File: src/rtl/cpu_pipe_pkg.sv
// -----------------------------------------------------------------------------
// cpu_pipe_pkg: shared definitions for the five-stage CPU pipeline registers.
//   - state_e           : occupancy state of a skid pipeline stage (value = count)
//   - CTRL_* indices    : bit positions inside the control vector
//   - KILL_MASK_DEF     : control bits dropped on a killed capture (RegWrite)
//   - *_CTRL_W/*_DATA_W : per-stage vector widths
// -----------------------------------------------------------------------------
package cpu_pipe_pkg;

   // Encoding equals the number of held entries, so occupancy is the state.
   typedef enum logic [1:0] {
      EMPTY = 2'd0,
      BUSY  = 2'd1,
      FULL  = 2'd2
   } state_e;

   // Control-vector bit layout
   localparam int CTRL_REGWRITE = 0;
   localparam int CTRL_MEMTOREG = 1;
   localparam int CTRL_BRANCH   = 2;
   localparam int CTRL_MEMREAD  = 3;
   localparam int CTRL_MEMWRITE = 4;
   localparam int CTRL_REGDST   = 5;
   localparam int CTRL_ALUSRCA  = 6;
   localparam int CTRL_ALUSRCB  = 7;
   localparam int CTRL_ALUOP_LO = 8;   // 4-bit ALU op in [11:8]
   localparam int CTRL_ALUOP_W  = 4;

   localparam int PIPE_CTRL_W = 16;
   localparam int PIPE_DATA_W = 192;

   localparam logic [PIPE_CTRL_W-1:0] KILL_MASK_DEF = PIPE_CTRL_W'(1) << CTRL_REGWRITE;

   // Per-stage widths
   localparam int IFID_DATA_W  = 64;    // pc, pc+4/instr
   localparam int IDEX_DATA_W  = 192;   // pc, pc+4, busA, busB, imm, rt/rd
   localparam int EXMEM_DATA_W = 128;
   localparam int MEMWB_DATA_W = 96;

endpackage

File: src/rtl/pipe_slot.sv
// -----------------------------------------------------------------------------
// pipe_slot: one {valid, ctrl, data} register of a pipeline stage.
//   clk, reset        : clock, async active-low reset
//   load_i            : capture ctrl_d_i/data_d_i and mark valid
//   clear_i           : drop the entry (valid=0, ctrl=0); wins over load_i.
//                       Data is kept so a bubble does not toggle the datapath.
//   valid_o/ctrl_o/data_o : held entry
// -----------------------------------------------------------------------------
module pipe_slot #(
   parameter int CTRL_W = 16,
   parameter int DATA_W = 192
) (
   input  logic              clk,
   input  logic              reset,
   input  logic              load_i,
   input  logic              clear_i,
   input  logic [CTRL_W-1:0] ctrl_d_i,
   input  logic [DATA_W-1:0] data_d_i,
   output logic              valid_o,
   output logic [CTRL_W-1:0] ctrl_o,
   output logic [DATA_W-1:0] data_o
);

   logic              valid_q;
   logic [CTRL_W-1:0] ctrl_q;
   logic [DATA_W-1:0] data_q;

   always_ff @(posedge clk or negedge reset) begin
      if (!reset) begin
         valid_q <= 1'b0;
         ctrl_q  <= '0;
         data_q  <= '0;
      end else if (clear_i) begin
         valid_q <= 1'b0;
         ctrl_q  <= '0;
      end else if (load_i) begin
         valid_q <= 1'b1;
         ctrl_q  <= ctrl_d_i;
         data_q  <= data_d_i;
      end
   end

   assign valid_o = valid_q;
   assign ctrl_o  = ctrl_q;
   assign data_o  = data_q;

endmodule

File: src/rtl/pipe_stage_skid.sv
// -----------------------------------------------------------------------------
// pipe_stage_skid: generic pipeline-stage register with a 2-entry skid buffer.
//   clk, reset            : clock, async active-low reset
//   in_valid/in_ready     : upstream handshake (in_ready is registered state only)
//   in_ctrl/in_data       : incoming control/data vectors
//   in_kill               : clear KILL_MASK bits of in_ctrl on capture
//   flush                 : synchronous squash of held entries and current input
//   out_valid/out_ready   : downstream handshake
//   out_ctrl/out_data     : main entry (ctrl forced to 0 while invalid)
//   occupancy             : entries held, 0..2
// -----------------------------------------------------------------------------
module pipe_stage_skid
   import cpu_pipe_pkg::*;
#(
   parameter int                CTRL_W    = PIPE_CTRL_W,
   parameter int                DATA_W    = PIPE_DATA_W,
   parameter logic [CTRL_W-1:0] KILL_MASK = CTRL_W'(KILL_MASK_DEF)
) (
   input  logic              clk,
   input  logic              reset,
   input  logic              in_valid,
   output logic              in_ready,
   input  logic [CTRL_W-1:0] in_ctrl,
   input  logic [DATA_W-1:0] in_data,
   input  logic              in_kill,
   input  logic              flush,
   output logic              out_valid,
   input  logic              out_ready,
   output logic [CTRL_W-1:0] out_ctrl,
   output logic [DATA_W-1:0] out_data,
   output logic [1:0]        occupancy
);

   state_e state_q, state_d;

   logic              accept, fire;
   logic [CTRL_W-1:0] cap_ctrl;

   logic              main_load, main_clr, main_from_skid;
   logic              skid_load, skid_clr;
   logic              main_vld, skid_vld;
   logic [CTRL_W-1:0] main_ctrl, skid_ctrl, main_ctrl_d;
   logic [DATA_W-1:0] main_data, skid_data, main_data_d;

   // Ready comes from state only: no combinational path from out_ready.
   assign in_ready  = (state_q != FULL);
   assign accept    = in_valid & in_ready;
   assign fire      = main_vld & out_ready;
   assign cap_ctrl  = in_kill ? (in_ctrl & ~KILL_MASK) : in_ctrl;
   assign occupancy = state_q;

   always_comb begin
      state_d        = state_q;
      main_load      = 1'b0;
      main_clr       = 1'b0;
      main_from_skid = 1'b0;
      skid_load      = 1'b0;
      skid_clr       = 1'b0;
      if (flush) begin
         // Squash everything; a same-cycle fire already completed downstream.
         state_d  = EMPTY;
         main_clr = 1'b1;
         skid_clr = 1'b1;
      end else begin
         unique case (state_q)
            EMPTY: if (accept) begin
               main_load = 1'b1;
               state_d   = BUSY;
            end
            BUSY: begin
               if (accept && fire) begin
                  main_load = 1'b1;
               end else if (accept) begin
                  skid_load = 1'b1;
                  state_d   = FULL;
               end else if (fire) begin
                  main_clr = 1'b1;
                  state_d  = EMPTY;
               end
            end
            FULL: if (fire) begin
               main_load      = 1'b1;
               main_from_skid = 1'b1;
               skid_clr       = 1'b1;
               state_d        = BUSY;
            end
            default: state_d = EMPTY;
         endcase
      end
   end

   always_ff @(posedge clk or negedge reset) begin
      if (!reset) state_q <= EMPTY;
      else        state_q <= state_d;
   end

   // Skid is always older than the input, so it refills main first.
   assign main_ctrl_d = main_from_skid ? skid_ctrl : cap_ctrl;
   assign main_data_d = main_from_skid ? skid_data : in_data;

   pipe_slot #(.CTRL_W(CTRL_W), .DATA_W(DATA_W)) u_main (
      .clk      (clk),
      .reset    (reset),
      .load_i   (main_load),
      .clear_i  (main_clr),
      .ctrl_d_i (main_ctrl_d),
      .data_d_i (main_data_d),
      .valid_o  (main_vld),
      .ctrl_o   (main_ctrl),
      .data_o   (main_data)
   );

   pipe_slot #(.CTRL_W(CTRL_W), .DATA_W(DATA_W)) u_skid (
      .clk      (clk),
      .reset    (reset),
      .load_i   (skid_load),
      .clear_i  (skid_clr),
      .ctrl_d_i (cap_ctrl),
      .data_d_i (in_data),
      .valid_o  (skid_vld),
      .ctrl_o   (skid_ctrl),
      .data_o   (skid_data)
   );

   assign out_valid = main_vld;
   assign out_ctrl  = main_vld ? main_ctrl : '0;
   assign out_data  = main_data;

   // skid_vld is implied by state FULL; kept for readability in waves.
   logic unused_skid_vld;
   assign unused_skid_vld = skid_vld;

endmodule

File: config.mk
export PLATFORM = sky130hd
export DESIGN_NAME = pipe_stage_skid
export DESIGN_NICKNAME = d
export VERILOG_FILES = /design/src/rtl/cpu_pipe_pkg.sv /design/src/rtl/pipe_slot.sv /design/src/rtl/pipe_stage_skid.sv
export SDC_FILE = /design/constraint.sdc
export NUM_CORES = 1
export LEC_CHECK = 0
export CELL_PAD_IN_SITES_DETAIL_PLACEMENT = 0
export CELL_PAD_IN_SITES_GLOBAL_PLACEMENT = 1
export CORE_ASPECT_RATIO = 0.5
export CORE_MARGIN = 3
export CORE_UTILIZATION = 44
export DETAILED_ROUTE_END_ITERATION = 6
export GPL_TIMING_DRIVEN = 0
export PLACE_DENSITY = 0.84
export SETUP_SLACK_MARGIN = 0.05
export SLEW_MARGIN = 20
export SYNTH_ARGS = -nofsm -noshare
export SYNTH_HDL_FRONTEND = slang
export SYNTH_SLANG_ARGS = --single-unit
File: constraint.sdc
create_clock -name clk -period 4.1 [get_ports clk]
set_input_delay 1.23 -clock clk [delete_from_list [all_inputs] [get_ports clk]]
set_output_delay 1.23 -clock clk [all_outputs]
set_load 0.005 [all_outputs]
# Word level (Yosys, flattened, before mapping)

Index checks and enable logic that the tools add are counted.

Register bits: 419
Logic and storage cells: 56

Equality and inequality tests: 7
Multiplexer cells: 32
Bitwise logic cells: 4
Reductions and logical operators: 7

Operator list:

| cell                 | number |
|---|---|
| $mux W192            | 1 |
| $mux W16             | 6 |
| $mux W1              | 17 |
| $mux W2              | 6 |
| $ne A3 B3 Y1 const B | 3 |
| $pmux W2 S3          | 1 |
| $ne A4 B4 Y1 const B | 1 |
| $reduce_and A2 Y1    | 2 |
| $reduce_and A4 Y1    | 1 |
| $reduce_bool A2 Y1   | 2 |
| $pmux W1 S3          | 1 |
| $and A1 B1 Y1        | 2 |
| $eq A2 B1 Y1 const B | 1 |
| $eq A2 B2 Y1 const B | 1 |
| $logic_not A2 Y1     | 1 |
| $ne A2 B2 Y1 const B | 1 |
| $not A1 Y1           | 2 |
| $logic_and A1 B1 Y1  | 1 |

# Depth between registers and ports, before layout

Gate-level depths: netlist of the first run.

Depth after elaboration: 8
Depth in mapped cells: 9

# Cells and area by module

From an unflattened synthesis of the first run, not the netlist that was laid out.

Cell total of the unflattened synthesis: 1192
Area, all modules: 18615.4 µm²

By module, submodules not included:

| module          | cells each | times used | area each (µm²) | seq. area each (µm²) |
|---|---|---|---|---|
| pipe_slot       | 461        | 2          | 7888.8          | 5230.0 |
| pipe_stage_skid | 270        | 1          | 2837.7          | 50.0 |

# Worst setup path after synthesis of the first run

Ideal clock, no wire load.

Path kind: in2reg
Start: input flush
End: register u_main.data_q[100], in the netlist u_main.data_o[100]
Setup slack: 1.412 ns
Cell stages on the path: 7
Setup time: 0.125 ns
Path buffers: 4
Arrival time: 2.563 ns
Required time: 3.975 ns
Cells stage by stage: buf_2 > nor3_2 > buf_6 > buf_6 > buf_6 > mux2_1 > mux2_2

Cells in the longest elaborated chain, start to end: 3
Elaborated cells between the ends (all ways): 6
Classes of those cells: mux: 4; bitwise: 1; reduce/logical: 1

Ends and longest elaborated chain:

| element                            | line                  | RTL |
|---|---|---|
| start, declared                    | pipe_stage_skid.sv:26 | `input logic flush,` |
| $mux W1                            | pipe_stage_skid.sv:59 | `if (flush) begin` |
| $not A1 Y1 (no source line)        | --                    |  |
| $reduce_and A2 Y1 (no source line) | --                    |  |
| end signal, assigned               | pipe_slot.sv:39       | `data_q <= data_d_i;` |
| end, declared                      | pipe_slot.sv:26       | `logic [DATA_W-1:0] data_q;` |

Several ways; a longest one is shown, not always the timed one.
A chain may end at the register's enable or synchronous reset.

# Worst setup path in the final report of the first run

Start: register u_main.valid_q, in the netlist u_main.valid_o
End: output out_ctrl[5]

Cells in the longest elaborated chain, start to end: 1

Ends and longest elaborated chain:

| element                | line                   | RTL |
|---|---|---|
| start, declared        | pipe_slot.sv:24        | `logic valid_q;` |
| start signal, assigned | pipe_slot.sv:30        | `valid_q <= 1'b0;` |
| start signal, assigned | pipe_slot.sv:34        | `valid_q <= 1'b0;` |
| start signal, assigned | pipe_slot.sv:37        | `valid_q <= 1'b1;` |
| $mux W16               | pipe_stage_skid.sv:126 | `assign out_ctrl = main_vld ? main_ctrl : '0;` |
| end, declared          | pipe_stage_skid.sv:29  | `output logic [CTRL_W-1:0] out_ctrl,` |

No other way between the ends.

==> run metrics, run 1 <==
fin util=60.6%; clock slew at reported path FFs=0.06 ns; Fin Setup TNS=0 ns; Peak VDD IR=0.000312 V; CTS tree=built; routability cong.=0.843; fill count=3068; final slew viol count=0; pre-CTS setup slack=0.321 ns; Area after DPL=23300 um2; Top FF cell, synth=dfrtp_1; # IOs=426; Leak=10.3 nW; sequential area share after synthesis=57.5%; final setup vio count=0; pwr dens=512 nW/um2; cell taking the most area after synthesis=dfrtp_1; top-count cell post-synth=dfrtp_1; Total Wirelength=47.6 mm; H-Tree Depth=2; Netlist cell types=31; Die Y=150 um; die area=44000 um2; Finished Layout Cells=2206; row cnt=52; # placed instances=2127; period utilization=84.9%; Worst-Margin Slew=0.877 ns; Hold Vio Cnt, Final=0; CTS Hold Buffers Added=0; vias=11200; met2 WL=26.2 mm; startpoint class of the critical path=flop; Setup Fix Bufs, Post-CTS=0; Syn Nets=1373; Die W=294 um; Root Driver=clkbuf_16; fmax=0.287 GHz; top cell type's share of synthesized area=57.5%; Nets=1844; CP Capture Type=primary output; ANT nets after route=0; worst hold path class=reg -> reg; area grow syn2layout=35.3%; Initial Utilization=44.8%; Routed WL per cell=21.6 um; kind of critical path=reg -> out; syn avg cell area=15.7 um2; first-pass GRT wire length=73.1 mm; Initial DRT Pass Iterations=4; post-route cell area=24700 um2; IO buf count=424; Num CTS Buffers=41; Critical Path AT=2.25 ns; Iter 0 DRT Violations=279; RSZ-0062 raised after global routing=false; Synth Cell Area=18200 um2; grt ovf=0; relative slew slack=41.1%; vias in the first global route=12500; Worst Clk Skew=0.0181 ns; EDFF count, synth=0; CP max FO=10; reg2reg setup slack=1.56 ns; status=complete, no violations; Post-synth top cells=dfrtp_1, mux2_2, mux2_1, buf_2, buf_4; CORE AREA=40700 um2; Crit path required time=2.87 ns; fin worst setup slack=0.617 ns; clock sinks=419; overall global routing resource usage=21.3%; share of layout cells above drive strength 1=29.5%; CTS resizes=0; number of synthesis warnings=0; clock buffer depth=3; Tmin final=3.48 ns; Yosys reg bits=419; asr flop ratio synth=100%; antenna violations before repair=6; met3 routed WL=1.24 mm; pin count of the biggest net entering global routing=102; Clock Latency Late Sink=0.54 ns; hpwl dp=35.7 mm; Synth Instances=1159; DR top layer=met4; Via density=5.10; Met1 Wirelength=18.1 mm; Max-Cap Viols=0; ranking of synthesized cells by area=dfrtp_1, mux2_2, mux2_1; DRC violations left=0
## layer usage
layer	global-route usage [%]	vias up
li1	-	5134
met1	24.2	5818
met2	40.1	191
met3	3.28	104
met4	9.39	0
met5	0	-
## power by group
part | switching, mW | internal (mW) | leakage [nW]
Clock | 1.63 | 2.27 | 0.688
Sequential | 0.592 | 5.30 | 5.06
Combinational | 0.952 | 1.89 | 4.52
Total | 3.17 | 9.45 | 10.3
## worst paths after layout
check / startpoint / endpoint / cells past startpoint
hold / removal: u_main.ctrl_o[9] / u_main.ctrl_o[9] / 1
hold reg to reg: u_main.ctrl_o[9] / u_main.ctrl_o[9] / 1
setup / recovery: u_main.valid_o / out_ctrl[5] / 4
setup reg to reg: occupancy[1] / u_skid.data_o[116] / 6
min in group asynchronous: reset / u_skid.data_o[137] / 1
max in group asynchronous: reset / u_main.data_o[43] / 3
## state kept, by name (all words and copies together) (netlist names)
name	flops
u_main.valid_o	1
u_skid.ctrl_o	16
occupancy	2
u_skid.data_o	192
u_main.data_o	192
u_main.ctrl_o	16
## kinds of logic (layout without fill, tap and decap cells)
logic type / after synthesis / in the layout / synth area share, %
and+or+nand+nor: 32 / 32 / 1.09
other: 0 / 5 / 0
buffers and inverters: 74 / 576 / 2.90
muxes: 592 / 592 / 36.5
DFF: 419 / 419 / 57.5
AOI/OAI and AO/OA: 42 / 42 / 1.98
## worst max-delay path, stage by stage, from the launching register on
cell	delay [ns]
dfrtp_1	0.37
clkbuf_1	0.33
clkbuf_1	0.28
and2_1	0.16
clkdlybuf4s50_1	0.57
## area by class of cell
| cell class | count | area (um2) | area share, % |
|---|---|---|---|
| antenna | 5 | 12.5 | 0.0507 |
| buffer | 73 | 524 | 2.13 |
| clock buffer | 61 | 1260 | 5.12 |
| clock inverter | 13 | 128 | 0.518 |
| inverter | 1 | 3.75 | 0.0152 |
| multi-input combinational | 666 | 7210 | 29.2 |
| sequential | 419 | 10500 | 42.5 |
| tap | 540 | 676 | 2.74 |
| timing repair buffer | 428 | 4360 | 17.7 |
## per-stage QoR
stage                     total power, mW  hold WS (ns)
final                                12.6         0.482
after global routing                 13.2         0.494
after CTS                            12.8         0.484
after detailed placement             8.84         0.471
after global placement               8.67         0.463
after floorplan                      7.04         0.449
## placed cells by master (no fill, tap or decap), types with 2 or more instances in the layout
master	count
buf_4	24
clkbuf_8	12
o21ba_2	2
buf_2	29
nand2b_1	3
nand2_1	2
a22o_1	16
bufinv_16	2
buf_8	2
mux2i_1	16
buf_6	15
clkdlybuf4s50_1	423
clkbuf_16	43
o2bb2ai_1	16
buf_16	4
and2_1	16
a21oi_1	3
dfrtp_1	419
clkinv_2	7
diode_2	5
clkbuf_1	10
inv_6	2
nor2_1	3
mux2_1	234
mux2_2	342
clkinvlp_4	2
Note: power is estimated with default switching activity, not from simulation.
==> run 2: changes to the inputs <==
--- a/config.mk
+++ b/config.mk
@@ -9,10 +9,10 @@
 export CELL_PAD_IN_SITES_GLOBAL_PLACEMENT = 1
 export CORE_ASPECT_RATIO = 0.5
 export CORE_MARGIN = 3
-export CORE_UTILIZATION = 44
+export CORE_UTILIZATION = 37
 export DETAILED_ROUTE_END_ITERATION = 6
 export GPL_TIMING_DRIVEN = 0
-export PLACE_DENSITY = 0.84
+export PLACE_DENSITY = 0.75
 export SETUP_SLACK_MARGIN = 0.05
 export SLEW_MARGIN = 20
 export SYNTH_ARGS = -nofsm -noshare
==> constraint.sdc (replaced) <==
create_clock -name clk -period 3.03 [get_ports clk]
set_input_delay 0.909 -clock clk [delete_from_list [all_inputs] [get_ports clk]]
set_output_delay 0.909 -clock clk [all_outputs]
set_load 0.005 [all_outputs]
==> run 2 against run 1 <==
Net effect:
- hold slack worse by 0.26 ns
- worst setup slack worse by 0.48 ns
- sequential power is 35% higher
- clock power is 27% higher
- wire length is 4.3% higher
- global-route usage is 2.6 points lower
- final cell count is 4.4% higher
- highest routed layer unchanged
==> run metrics, run 2 (same netlist as run 1, synthesis figures left out) <==
status=complete, no violations; row cnt=56 (+7.7%); die area=52100 um2 (+18%); share of power burned in registers=47.5% (+0.8 points); Iter 0 DRT Violations=342 (+23%); Peak VDD IR=0.000373 V (+19%); CTS Hold Buffers Added=0 (unchanged); Worst R2R Path Depth=6 (unchanged); pwr dens=680 nW/um2 (+33%); clock slew at reported path FFs=0.06 ns (about the same); fill count=3952 (+29%); WP depth=7 (+3); Hold Vio Cnt, Final=0 (unchanged); met3 routed WL=1.47 mm (+19%); critical path's most frequent cell=buf_4; Crit path max-delay family=buffers and inverters; clock buffer depth=3 (unchanged); CP max FO=10 (unchanged); worst hold path class=in -> async; pre-CTS setup slack=-0.465 ns (-0.786 ns); Met1 Wirelength=18.5 mm (+2.3%); kind of critical path=in -> reg; final slew viol count=0 (unchanged); max incr delay on CP=0.56 ns (about the same); H-Tree Depth=2 (unchanged); Die Y=163 um (+8.7%); Worst-Margin Slew=0.908 ns (+0.0313 ns); fmax=0.345 GHz; fin util=51.7% (-9.0 points); Max-Cap Viols=0 (unchanged); final setup vio count=0 (unchanged); Max stage delay cell, worst path=clkdlybuf4s50_1; vias in the first global route=12500 (+0.13%); CTS tree=built; fin worst setup slack=0.134 ns (-0.483 ns); Die W=320 um (+8.9%); Crit path required time=3.45 ns (+0.58 ns); Clock Latency Late Sink=0.55 ns (about the same); area grow syn2layout=35.3% (unchanged); # placed instances=2225 (+4.6%); overall global routing resource usage=18.7% (-2.6 points); clock power share=29.4% (-1.4 points); routability cong.=0.790 (-6.3%); antenna violations before repair=7 (+1); first-pass GRT wire length=75.7 mm (+3.6%); Total Wirelength=49.6 mm (+4.3%); Fin Setup TNS=0 ns (unchanged); Worst Clk Skew=0.0184 ns (+0.000262 ns); CORE AREA=47700 um2 (+17%); commonest non-fill, non-tap cell in the layout=clkdlybuf4s50_1; Critical Path AT=3.32 ns (+1.07 ns); DR top layer=met4; CP Capture Type=flop; Initial Utilization=38.2% (-6.6 points); most frequent cells in the layout=clkdlybuf4s50_1, dfrtp_1, mux2_2, mux2_1, clkbuf_16; worst r2r src=occupancy[1]; relative slew slack=39.0% (-2.1 points); critical-path cell list=clkdlybuf4s50_1 -> and2b_1 -> nand3_1 -> nor2_2 -> buf_4 -> buf_4 -> mux2_1; Finished Layout Cells=2304 (+4.4%); Num CTS Buffers=41 (unchanged); startpoint class of the critical path=input port; RSZ-0062 raised after global routing=false; Root Driver=clkbuf_16; DRC violations left=0 (unchanged); reg2reg setup slack=0.52 ns (-1.04 ns); pin count of the biggest net entering global routing=104 (+2.0%); vias=11300 (+0.60%); Setup Fix Bufs, Post-CTS=0 (unchanged); Combinational Power Share=23.1% (+0.6 points); RR Endpoint=u_skid.data_o[86]; hpwl dp=37.4 mm (+4.9%); Tmin final=2.90 ns; switching part of the total=25.7% (+0.59 points); switching power of the nets=4.31 mW (+36%); Buf/Inv on CP=3 (unchanged); Leak=10.2 nW (-0.54%); Routed WL per cell=21.5 um (about the same); period utilization=95.6%; Via density=4.91 (-3.7%); Power Internal=12.5 mW (+32%); # IOs=426 (unchanged); Initial DRT Pass Iterations=4 (unchanged); share of layout cells above drive strength 1=29.3% (-0.21 points); IO buf count=424 (unchanged); grt ovf=0 (unchanged); met2 WL=27.8 mm (+6.2%); clock sinks=419 (unchanged); Nets=1843 (-0.054%); ANT nets after route=0 (unchanged)
## run 2: cell types whose count changed in the layout (fill, tap and decap cells not counted)
cell | before | now
clkbuf_4 | 0 | 1
bufinv_16 | 2 | 0
clkbuf_1 | 10 | 12
clkdlybuf4s50_1 | 423 | 422
clkinv_2 | 7 | 9
clkbuf_16 | 43 | 41
clkbuf_8 | 12 | 9
dlygate4sd2_1 | 0 | 1
diode_2 | 5 | 7
## run 2: how the worst max path moves through the flow
stage,from,endpoint,slack [ns]
2_1_floorplan,flush,u_main.data_o[100],0.66
3_3_place_gp,reset,u_skid.data_o[125],-16.75
3_5_place_dp,in_valid,u_skid.data_o[123],-0.47
4_1_cts,u_main.valid_o,out_ctrl[7],0.06
5_1_grt,in_valid,u_skid.data_o[120],0.05
6_report,in_valid,u_skid.data_o[86],0.13
## run 2: metrics by stage
step / hold WS (ns) / power [mW] / instance area (um2)
5_1_grt: 0.211 / 17.6 / 24700
2_1_floorplan: 0.449 / 9.52 / 18200
3_5_place_dp: 0.470 / 12.0 / 23400
4_1_cts: 0.202 / 17.0 / 24600
3_3_place_gp: 0.462 / 11.8 / 23300
6_report: 0.220 / 16.8 / 24700
## run 2: timing repair
action | CTS | global route
setup endpoints to repair | 10 | 9
resized for setup | 4 | 0
gates cloned | 0 | 0
## run 2: area by class of cell
cell class                      instances  area, um2  area share (%)
Sequential cell                       419      10500            42.5
Multi-Input combinational cell        666       7210            29.2
Tap cell                              638        798            3.24
Inverter                                1       3.75          0.0152
Clock inverter                         13       77.6           0.315
Timing Repair Buffer                  428       4360            17.7
Buffer                                 72        524            2.13
Clock buffer                           60       1190            4.82
Antenna cell                            7       17.5          0.0710
## run 2: routing by layer
metal | vias to the layer above | GRT usage, %
met3 | 97 | 3.15
li1 | 5134 | -
met5 | - | 0
met4 | 0 | 7.00
met1 | 5920 | 20.6
met2 | 163 | 36.3
## run 2: power groups by stage
stage	clock [mW]	sequential (mW)	combinational (mW)
6_report	4.93	7.96	3.87
5_1_grt	5.35	8.15	4.14
4_1_cts	5.09	7.97	3.95
3_5_place_dp	0	8.06	3.94
3_3_place_gp	0	7.99	3.79
2_1_floorplan	0	7.89	1.63
